--- config.mk ---
export PLATFORM = sky130hd
export DESIGN_NAME = sq_operand_engine_flat
export DESIGN_NICKNAME = d
export VERILOG_FILES = /design/src/rtl/sq_operand_if.sv /design/src/rtl/sq_operand_engine.sv /design/src/flat_wrapper.sv
export SDC_FILE = /design/constraint.sdc
export NUM_CORES = 1
export LEC_CHECK = 0
export BUFFER_PORTS_ARGS = -buffer_cell sky130_fd_sc_hd__buf_4
export CAP_MARGIN = 20
export CORE_MARGIN = 5
export CORE_UTILIZATION = 31
export DETAILED_ROUTE_END_ITERATION = 8
export GPL_ROUTABILITY_DRIVEN = 0
export HOLD_SLACK_MARGIN = 0.05
export SYNTH_ARGS = -nofsm -noshare
export SYNTH_HDL_FRONTEND = slang
export SYNTH_SLANG_ARGS = --single-unit
--- constraint.sdc ---
create_clock -name clk -period 3.87 [get_ports clk]
set_input_delay 1.161 -clock clk [delete_from_list [all_inputs] [get_ports clk]]
set_output_delay 1.161 -clock clk [all_outputs]
set_load 0.01 [all_outputs]
--- src/rtl/sq_operand_if.sv ---
// Command, ALU and status bundle for the stack/queue operand engine.
// master: front panel + ALU side; slave: sq_operand_engine.
interface sq_operand_if #(
  parameter int unsigned DATA_W = 16,
  parameter int unsigned CNT_W  = 5
);
  logic              mode;
  logic              push;
  logic [DATA_W-1:0] push_data;
  logic              pop;
  logic              calc;
  logic              clear;
  logic [DATA_W-1:0] alu_a;
  logic [DATA_W-1:0] alu_b;
  logic [DATA_W-1:0] alu_y;
  logic [DATA_W-1:0] top;
  logic [CNT_W-1:0]  count;
  logic              empty;
  logic              full;
  logic              mode_q;
  logic              busy;
  logic              err;

  modport master (
    output mode, push, push_data, pop, calc, clear, alu_y,
    input  alu_a, alu_b, top, count, empty, full, mode_q, busy, err
  );

  modport slave (
    input  mode, push, push_data, pop, calc, clear, alu_y,
    output alu_a, alu_b, top, count, empty, full, mode_q, busy, err
  );
endinterface

--- src/rtl/sq_operand_engine.sv ---
// Circular operand store (LIFO/FIFO) with a pop-pop-exec-write calc sequencer.
// Optional SQ_OVERWRITE_EN: queue-mode push while full overwrites the oldest entry.
module sq_operand_engine #(
  parameter int unsigned DATA_W = 16,
  parameter int unsigned DEPTH  = 16,
  parameter int unsigned CNT_W  = $clog2(DEPTH + 1)
) (
  input logic         clk,
  input logic         rst,
  sq_operand_if.slave bus
);
  localparam int unsigned PtrW = $clog2(DEPTH);

  typedef enum logic [2:0] {StIdle, StPopA, StPopB, StExec, StWrite} state_e;

  state_e            state_q, state_d;
  logic [PtrW-1:0]   wr_q, wr_d, rd_q, rd_d;
  logic [CNT_W-1:0]  count_q, count_d;
  logic [DATA_W-1:0] alu_a_q, alu_a_d, alu_b_q, alu_b_d, res_q, res_d;
  logic              mode_q, mode_d, err_q, err_d;
  logic [DATA_W-1:0] mem_q [DEPTH];
  logic              mem_we;
  logic [DATA_W-1:0] mem_wdata;
  logic              is_empty, is_full, any_cmd, multi_cmd;
  logic [PtrW-1:0]   top_idx;
  logic [DATA_W-1:0] top_val;
  logic [2:0]        n_cmd;

  // rd == wr - count holds in both modes, so mode may switch whenever empty.
  assign is_empty  = (count_q == '0);
  assign is_full   = (count_q == CNT_W'(DEPTH));
  assign top_idx   = mode_q ? rd_q : wr_q - 1'b1;
  assign top_val   = is_empty ? '0 : mem_q[top_idx];
  assign n_cmd     = {2'b0, bus.push} + {2'b0, bus.pop} + {2'b0, bus.calc} + {2'b0, bus.clear};
  assign any_cmd   = (n_cmd != 3'd0);
  assign multi_cmd = (n_cmd > 3'd1);

  always_comb begin
    state_d   = state_q;
    wr_d      = wr_q;
    rd_d      = rd_q;
    count_d   = count_q;
    alu_a_d   = alu_a_q;
    alu_b_d   = alu_b_q;
    res_d     = res_q;
    mode_d    = mode_q;
    err_d     = 1'b0;
    mem_we    = 1'b0;
    mem_wdata = bus.push_data;
    unique case (state_q)
      StIdle: begin
        if (is_empty) mode_d = bus.mode;
        err_d = multi_cmd;
        if (bus.clear) begin
          wr_d    = '0;
          rd_d    = '0;
          count_d = '0;
        end else if (bus.calc) begin
          if (count_q < CNT_W'(2)) err_d = 1'b1;
          else                     state_d = StPopA;
        end else if (bus.pop) begin
          if (is_empty) begin
            err_d = 1'b1;
          end else begin
            if (mode_q) rd_d = rd_q + 1'b1;
            else        wr_d = wr_q - 1'b1;
            count_d = count_q - 1'b1;
          end
        end else if (bus.push) begin
          if (!is_full) begin
            mem_we  = 1'b1;
            wr_d    = wr_q + 1'b1;
            count_d = count_q + 1'b1;
          end
`ifdef SQ_OVERWRITE_EN
          else if (mode_q) begin
            mem_we = 1'b1;
            wr_d   = wr_q + 1'b1;
            rd_d   = rd_q + 1'b1;
          end
`endif
          else begin
            err_d = 1'b1;
          end
        end
      end
      StPopA, StPopB: begin
        if (state_q == StPopA) alu_a_d = top_val;
        else                   alu_b_d = top_val;
        if (mode_q) rd_d = rd_q + 1'b1;
        else        wr_d = wr_q - 1'b1;
        count_d = count_q - 1'b1;
        state_d = (state_q == StPopA) ? StPopB : StExec;
      end
      StExec: begin
        res_d   = bus.alu_y;
        state_d = StWrite;
      end
      StWrite: begin
        mem_we    = 1'b1;
        mem_wdata = res_q;
        wr_d      = wr_q + 1'b1;
        count_d   = count_q + 1'b1;
        state_d   = StIdle;
      end
      default: state_d = StIdle;
    endcase
    if (state_q != StIdle && any_cmd) err_d = 1'b1;
  end

  always_ff @(posedge clk or negedge rst) begin
    if (!rst) begin
      state_q <= StIdle;
      wr_q    <= '0;
      rd_q    <= '0;
      count_q <= '0;
      alu_a_q <= '0;
      alu_b_q <= '0;
      res_q   <= '0;
      mode_q  <= 1'b0;
      err_q   <= 1'b0;
    end else begin
      state_q <= state_d;
      wr_q    <= wr_d;
      rd_q    <= rd_d;
      count_q <= count_d;
      alu_a_q <= alu_a_d;
      alu_b_q <= alu_b_d;
      res_q   <= res_d;
      mode_q  <= mode_d;
      err_q   <= err_d;
    end
  end

  // Storage contents are don't-care after reset.
  always_ff @(posedge clk) begin
    if (mem_we) mem_q[wr_q] <= mem_wdata;
  end

  assign bus.alu_a  = alu_a_q;
  assign bus.alu_b  = alu_b_q;
  assign bus.top    = top_val;
  assign bus.count  = count_q;
  assign bus.empty  = is_empty;
  assign bus.full   = is_full;
  assign bus.mode_q = mode_q;
  assign bus.busy   = (state_q != StIdle);
  assign bus.err    = err_q;
endmodule

--- src/flat_wrapper.sv ---
// flat-port wrapper written by rule: the top's interface ports become plain ports
module sq_operand_engine_flat 
#(
  parameter int unsigned DATA_W = 16,
  parameter int unsigned DEPTH  = 16,
  parameter int unsigned CNT_W  = $clog2(DEPTH + 1)
)
  (clk, rst, bus_mode, bus_push, bus_push_data, bus_pop, bus_calc, bus_clear, bus_alu_y, bus_alu_a, bus_alu_b, bus_top, bus_count, bus_empty, bus_full, bus_mode_q, bus_busy, bus_err);
  sq_operand_if #(.DATA_W(DATA_W), .CNT_W(CNT_W)) bus_i ();
  input logic clk;
  input logic rst;
  input wire logic [$bits(bus_i.mode)-1:0] bus_mode;
  input wire logic [$bits(bus_i.push)-1:0] bus_push;
  input wire logic [$bits(bus_i.push_data)-1:0] bus_push_data;
  input wire logic [$bits(bus_i.pop)-1:0] bus_pop;
  input wire logic [$bits(bus_i.calc)-1:0] bus_calc;
  input wire logic [$bits(bus_i.clear)-1:0] bus_clear;
  input wire logic [$bits(bus_i.alu_y)-1:0] bus_alu_y;
  output wire logic [$bits(bus_i.alu_a)-1:0] bus_alu_a;
  output wire logic [$bits(bus_i.alu_b)-1:0] bus_alu_b;
  output wire logic [$bits(bus_i.top)-1:0] bus_top;
  output wire logic [$bits(bus_i.count)-1:0] bus_count;
  output wire logic [$bits(bus_i.empty)-1:0] bus_empty;
  output wire logic [$bits(bus_i.full)-1:0] bus_full;
  output wire logic [$bits(bus_i.mode_q)-1:0] bus_mode_q;
  output wire logic [$bits(bus_i.busy)-1:0] bus_busy;
  output wire logic [$bits(bus_i.err)-1:0] bus_err;
  assign bus_i.mode = bus_mode;
  assign bus_i.push = bus_push;
  assign bus_i.push_data = bus_push_data;
  assign bus_i.pop = bus_pop;
  assign bus_i.calc = bus_calc;
  assign bus_i.clear = bus_clear;
  assign bus_i.alu_y = bus_alu_y;
  assign bus_alu_a = bus_i.alu_a;
  assign bus_alu_b = bus_i.alu_b;
  assign bus_top = bus_i.top;
  assign bus_count = bus_i.count;
  assign bus_empty = bus_i.empty;
  assign bus_full = bus_i.full;
  assign bus_mode_q = bus_i.mode_q;
  assign bus_busy = bus_i.busy;
  assign bus_err = bus_i.err;
  sq_operand_engine #(.DATA_W(DATA_W), .DEPTH(DEPTH), .CNT_W(CNT_W)) u_core (.clk(clk), .rst(rst), .bus(bus_i));
endmodule
After elaboration in Yosys (flattened, before gate mapping)
Memories as Yosys holds them, arrays and structs flattened.
Index checks and enable logic that the tools add are counted.

storage, ports and cells
  output and inout bits = 58
  flip-flop bits (word level) = 66
  input port bits = 39
  RAM bits = 256
  memories = 1
  bits in latches = 0
  bits in read-only memories = 0
  word-level logic and storage cells = 95

cells by class
  bitwise operators = 1
  shifts and indexed selects = 0
  multiply operators = 0
  reduce and logical (&&, ||, !) cells = 14
  equal/unequal tests = 14
  mux-type cells = 46
  divide/modulo/power cells = 0
  add/sub/neg operators = 8
  magnitude comparators = 2

memories
  name          words  width  read ports  clocked after Yosys merged registers in  write ports  RTL line                 source
  u_core.mem_q  16     16     1           0                                        1            sq_operand_engine.sv:21  logic [DATA_W-1:0] mem_q [DEPTH];

operators with widths
  kind                   number
  $mux W4                13
  $mux W16               2
  $mux W5                6
  $mux W1                17
  $pmux W5 S3            1
  $ne A4 B4 Y1 const B   3
  $pmux W4 S3            1
  $mux W3                3
  $ne A3 B3 Y1 const B   3
  $pmux W3 S3            1
  $reduce_bool A3 Y1     3
  $add A4 B1 Y4 const B  2
  $pmux W4 S2            1
  $add A3 B1 Y3          2
  $eq A3 B2 Y1 const B   2
  $ne A2 B2 Y1 const B   3
  $reduce_and A2 Y1      3
  $add A5 B1 Y5 const B  1
  $eq A5 B5 Y1 const B   1
  $logic_not A5 Y1       1
  $lt A5 B2 Y1 const B   1
  $reduce_and A5 Y1      1
  $sub A5 B1 Y5 const B  1
  $reduce_and A4 Y1      1
  other kinds (12)       12

Logic depth before layout (Yosys ltp)
  depth after elaboration = 11
  mapped depth = 13
  gate-level depth less buffers = 8

Worst setup path before layout
No wires, ideal clock.

  path kind = reg-to-output
  start = reg u_core.wr_q[0]
  end = out bus_top[0]
  cell stages (with the launch flop) = 14
  data required time = 2.709 ns
  path slack = -0.238 ns
  arrival time = 2.947 ns
  buffers on the path = 5
  cells stage by stage = dfrtp_1 -> inv_1 -> buf_2 -> buf_2 -> clkbuf_1 -> ha_1 -> or2_2 -> nand2_1 -> buf_2 -> buf_2 -> mux4_2 -> o22a_1 -> o21ai_1 -> inv_1

between the ends
  longest elaborated chain between the ends = 4

ends and longest elaborated chain
  what                      RTL line                  source
  start: declaration        sq_operand_engine.sv:17   logic [PtrW-1:0] wr_q, wr_d, rd_q, rd_d;
  start signal: assignment  sq_operand_engine.sv:124  wr_q <= wr_d;
  $sub A4 B1 Y4             sq_operand_engine.sv:32   assign top_idx = mode_q ? rd_q : wr_q - 1'b1;
  $mux W4                   sq_operand_engine.sv:32
  $mem_v2 Z16 W16           -
  $mux W16                  sq_operand_engine.sv:33   assign top_val = is_empty ? '0 : mem_q[top_idx];
  end: declaration          flat_wrapper.sv:21        output wire logic [$bits(bus_i.top)-1:0] bus_top;

No other way between the ends.

Final worst setup path
  start = reg u_core.mode_q (netlist: u_core.bus.mode_q)
  end = out bus_top[14]

between the ends
  longest elaborated chain between the ends = 3

ends and longest elaborated chain
  what                      RTL line                  source
  start: declaration        sq_operand_engine.sv:20   logic mode_q, mode_d, err_q, err_d;
  start signal: assignment  sq_operand_engine.sv:130  mode_q <= mode_d;
  $mux W4                   sq_operand_engine.sv:32
  $mem_v2 Z16 W16           -
  $mux W16                  sq_operand_engine.sv:33

No other way between the ends.

==> impl_metrics.py <==
metrics = {
    "sta": {
        "setup_viol": 16,
        "finalClockSkew_ns": 0.0129,
        "final.period_utilization": 1.05,
        "timing.final.crit_period_ns": 4.05,
        "max-slew-margin-rel": 0.333,
        "setup_slack_ns": -0.176,
        "final.setup.tns_ns": -1.80,
        "final_hold_viol_count": 0,
        "unrepaired_setup_endpoints_after_global_routing": "true",
        "final-max-slew-violation-count": 0,
        "clock.fmax_mhz": 247,
        "max_slew.worst_pin.slew_ns": 0.997,
    },
    "routing": {
        "drt_iter0_drc": 931,
        "detailroute.via_count": 10300,
        "viasPerCell": 5.42,
        "post-route-drc-count": 0,
        "drt_wl_total_mm": 41.3,
        "drt-wirelength-per-cell_um": 21.8,
        "drt_first_pass_iters": 5,
        "ant_nets": 0,
    },
    "synth": {
        "share_of_yosys_cell_area_claimed_by_the_top_area_cell_type": 0.529,
        "synthCells": 1119,
        "synthDominantAreaCellType": "sky130_fd_sc_hd__edfxtp_1",
        "mappedNetlistArea_um2": 14500,
        "synth-seq-area-share": 0.643,
        "post_synth.cell_area_avg_um2": 13.0,
        "synth_top_cells_by_area": "sky130_fd_sc_hd__edfxtp_1 (53%), sky130_fd_sc_hd__dfrtp_1 (11%), sky130_fd_sc_hd__mux4_2 (3.6%)",
        "count_of_flip_flops_with_a_built_in_enable_after_synthesis": 256,
        "mappedNetlistNets": 1169,
        "postSynth.topFlopCell": "sky130_fd_sc_hd__edfxtp_1",
        "synth_seq_cells": 322,
        "yosysWarnings": 0,
        "netlist-cell-type-count": 66,
        "synthMostInstantiatedCell": "sky130_fd_sc_hd__edfxtp_1",
        "synth_async_sr_flop_share": 0.205,
        "most_frequent_cells_after_synthesis": "sky130_fd_sc_hd__edfxtp_1 (256), sky130_fd_sc_hd__nand2_1 (128), sky130_fd_sc_hd__dfrtp_1 (66)",
    },
    "floorplanning": {
        "start_util": 0.313,
        "core.rowCount": 79,
        "design.core.area_um2": 46500,
        "floorplan.die_area_um2": 51300,
        "die_height_um": 227,
        "dieWidth_um": 227,
        "floorplan.io_pins": 97,
    },
    "placed_design": {
        "io_buffers": 96,
        "pre_cts_slack_ns": 0.208,
        "hpwlAfterDp_mm": 25.6,
    },
    "cts": {
        "clk-insertion-delay-late_ns": 0.57,
        "cts_root_buffer_type": "sky130_fd_sc_hd__clkbuf_16",
        "clk_pin_slew_worst_paths_ns": 0.07,
        "clock_tree.htree_level_count": 1,
        "cts_hold_repair.buffers": 0,
        "cts_inserted_buffers": 31,
        "tritoncts_sink_count": 322,
        "cts-root-to-sink-buffers": 3,
        "tritoncts_clock_tree": "built",
    },
    "worst_setup_path": {
        "worst-endpoint-arrival_ns": 2.88,
        "worstSetupPathType": "flip-flop to output pin",
        "worstPathMaxFanout": 6,
        "crit_path_top_delay_cell": "sky130_fd_sc_hd__dfrtp_4",
        "cpMostUsedCell": "sky130_fd_sc_hd__nor2_4",
        "critical_path.startpoint_type": "flip-flop",
        "worstPathCellList": "and2b_2 -> nor2_4 -> buf_6 -> bufbuf_16 -> mux4_2 -> nor2_4 -> a311oi_2 -> buf_4",
        "crit_path_max_incr_delay_ns": 0.53,
        "worst-endpoint-required_ns": 2.71,
        "setup.worst_path.end_class": "output pin",
        "critPathBufInv": 3,
        "crit_family": "simple AND/OR/NAND/NOR gates",
    },
    "global_route": {
        "grt_util_all_layers": 0.155,
        "first_global_vias": 10100,
        "grt_start_max_net_pins": 78,
        "antenna_found_initial": 0,
        "grt_pass1_wl_mm": 61.7,
        "grt_overflow_total": 0,
    },
    "power": {
        "static_leakage_power_nw": 6.66,
        "power.density_nw_per_um2": 969,
        "worst_ir_drop_vdd_mv": 0.542,
    },
    "job": {
        "maxCapViolations": 0,
    },
    "outcome": {
        "failed_checks": "setup timing",
        "run_status": "finished, violations left",
    },
    "finish": {
        "drive_above_1_share": 0.292,
        "fillerInstances": 4316,
        "register_cell_area_after_layout_um2": 9350,
        "areaGrowthSynthToFinish_pct": 25.2,
        "diodes": 0,
        "multiInputGateArea_um2": 5220,
        "finish.net_count": 1319,
        "layout.core_utilization": 0.392,
    },
    "min_path": {
        "min_path_type": "flip-flop to flip-flop",
    },
}
==> registers in the layout, summed over array words and instances, names as in the netlist <==
register,flops
u_core.state_q,3
u_core.bus.alu_a,16
u_core.wr_q,4
u_core.bus.mode_q,1
u_core.rd_q,4
u_core.res_q,16
u_core.bus.count,5
u_core.mem_q,256
u_core.bus.err,1
u_core.bus.alu_b,16
==> cell type report <==
cell class	count	share of cell area
Inverter	21	0.00433
Clock buffer	36	0.0437
Tap cell	607	0.0417
Multi-Input combinational cell	697	0.287
Sequential cell	322	0.514
Clock inverter	16	0.00722
Timing Repair Buffer	196	0.102
==> power breakdown <==
part / switching, mW / internal, mW / total, mW
Combinational: 5.57 / 4.62 / 10.2
Clock: 1.27 / 1.58 / 2.86
Sequential: 0.298 / 4.27 / 4.57
Total: 7.14 / 10.5 / 17.6
==> per-layer routing <==
layer | GRT usage | vias up | share of wire
li1 | - | 4626 | -
met1 | 0.211 | 5186 | 0.43
met2 | 0.257 | 393 | 0.47
met3 | 0.0259 | 74 | 0.066
met5 | 0 | - | 0
met4 | 0.0477 | 0 | 0.030
==> worst paths after layout <==
path | slack, ns | endpoint | depth (start not counted) | start
min in group asynchronous | 0.72 | u_core.res_q[10] | 1 | rst
worst max-delay path | -0.18 | bus_top[14] | 8 | u_core.bus.mode_q
worst min register to register | 0.47 | u_core.res_q[12] | 2 | u_core.res_q[12]
worst max register to register | 1.15 | u_core.bus.alu_b[12] | 11 | u_core.bus.mode_q
worst min-delay path | 0.47 | u_core.res_q[12] | 2 | u_core.res_q[12]
max in group asynchronous | 2.47 | u_core.bus.mode_q | 1 | rst
==> what timing repair did <==
action | 4_1_cts | 5_1_grt
gates cloned | 9 | 1
setup buffers | 20 | 11
pin swaps | 27 | 18
gates resized for setup | 84 | 26
endpoints found under the setup margin | 16 | 16
==> layout by cell type, fill, tap and decap left out, drive strengths merged, types with 3 or more instances in the layout <==
cell type / Yosys / final
a211oi: 14 / 14
nand4: 7 / 7
a211o: 33 / 33
o41ai: 8 / 8
a41oi: 9 / 9
nand3: 52 / 52
o22ai: 13 / 13
and3: 8 / 8
and2: 6 / 6
nor4: 11 / 11
nor2b: 12 / 12
or2: 3 / 3
nor3: 8 / 8
o31ai: 18 / 18
o21bai: 13 / 13
ha: 10 / 10
dfrtp: 66 / 66
inv: 20 / 20
a21o: 16 / 16
o21ai: 47 / 47
mux4: 23 / 23
nor2: 42 / 42
edfxtp: 256 / 256
clkbuf: 38 / 36
nand2b: 23 / 23
nand2: 130 / 131
a21oi: 65 / 65
a311oi: 6 / 6
bufbuf: 0 / 4
clkinv: 1 / 13
buf: 42 / 192
a22oi: 20 / 20
a221oi: 18 / 18
xnor2: 3 / 3
mux2: 31 / 31
or3: 8 / 8
o22a: 10 / 10
==> kinds of logic after synthesis <==
logic type	after synthesis	share of synthesized area
multiplexers	55	0.0604
buffers and inverters	101	0.0302
flip-flops	322	0.643
adder cells (fa/ha/maj)	11	0.00999
AND/OR/NAND/NOR	318	0.104
XOR/XNOR	5	0.00301
AO/OA/AOI/OAI	307	0.150
==> tightest hold or removal path, delay by kind of cell, from the launching register on <==
kind	cells	cell delay (ns)
flops	1	0.34
simple gates	2	0.10
==> stage by stage <==
step	area (µm²)	cells	total power [mW]	hold WS [ns]
floorplan	14500	1119	9.56	0.440
global placement	16200	1803	12.6	0.451
detailed placement	16200	1803	12.7	0.463
CTS	18000	1884	17.2	0.478
global route	18200	1895	18.5	0.491
finish	18200	1895	17.6	0.472
(Power assumes the default switching activity.)
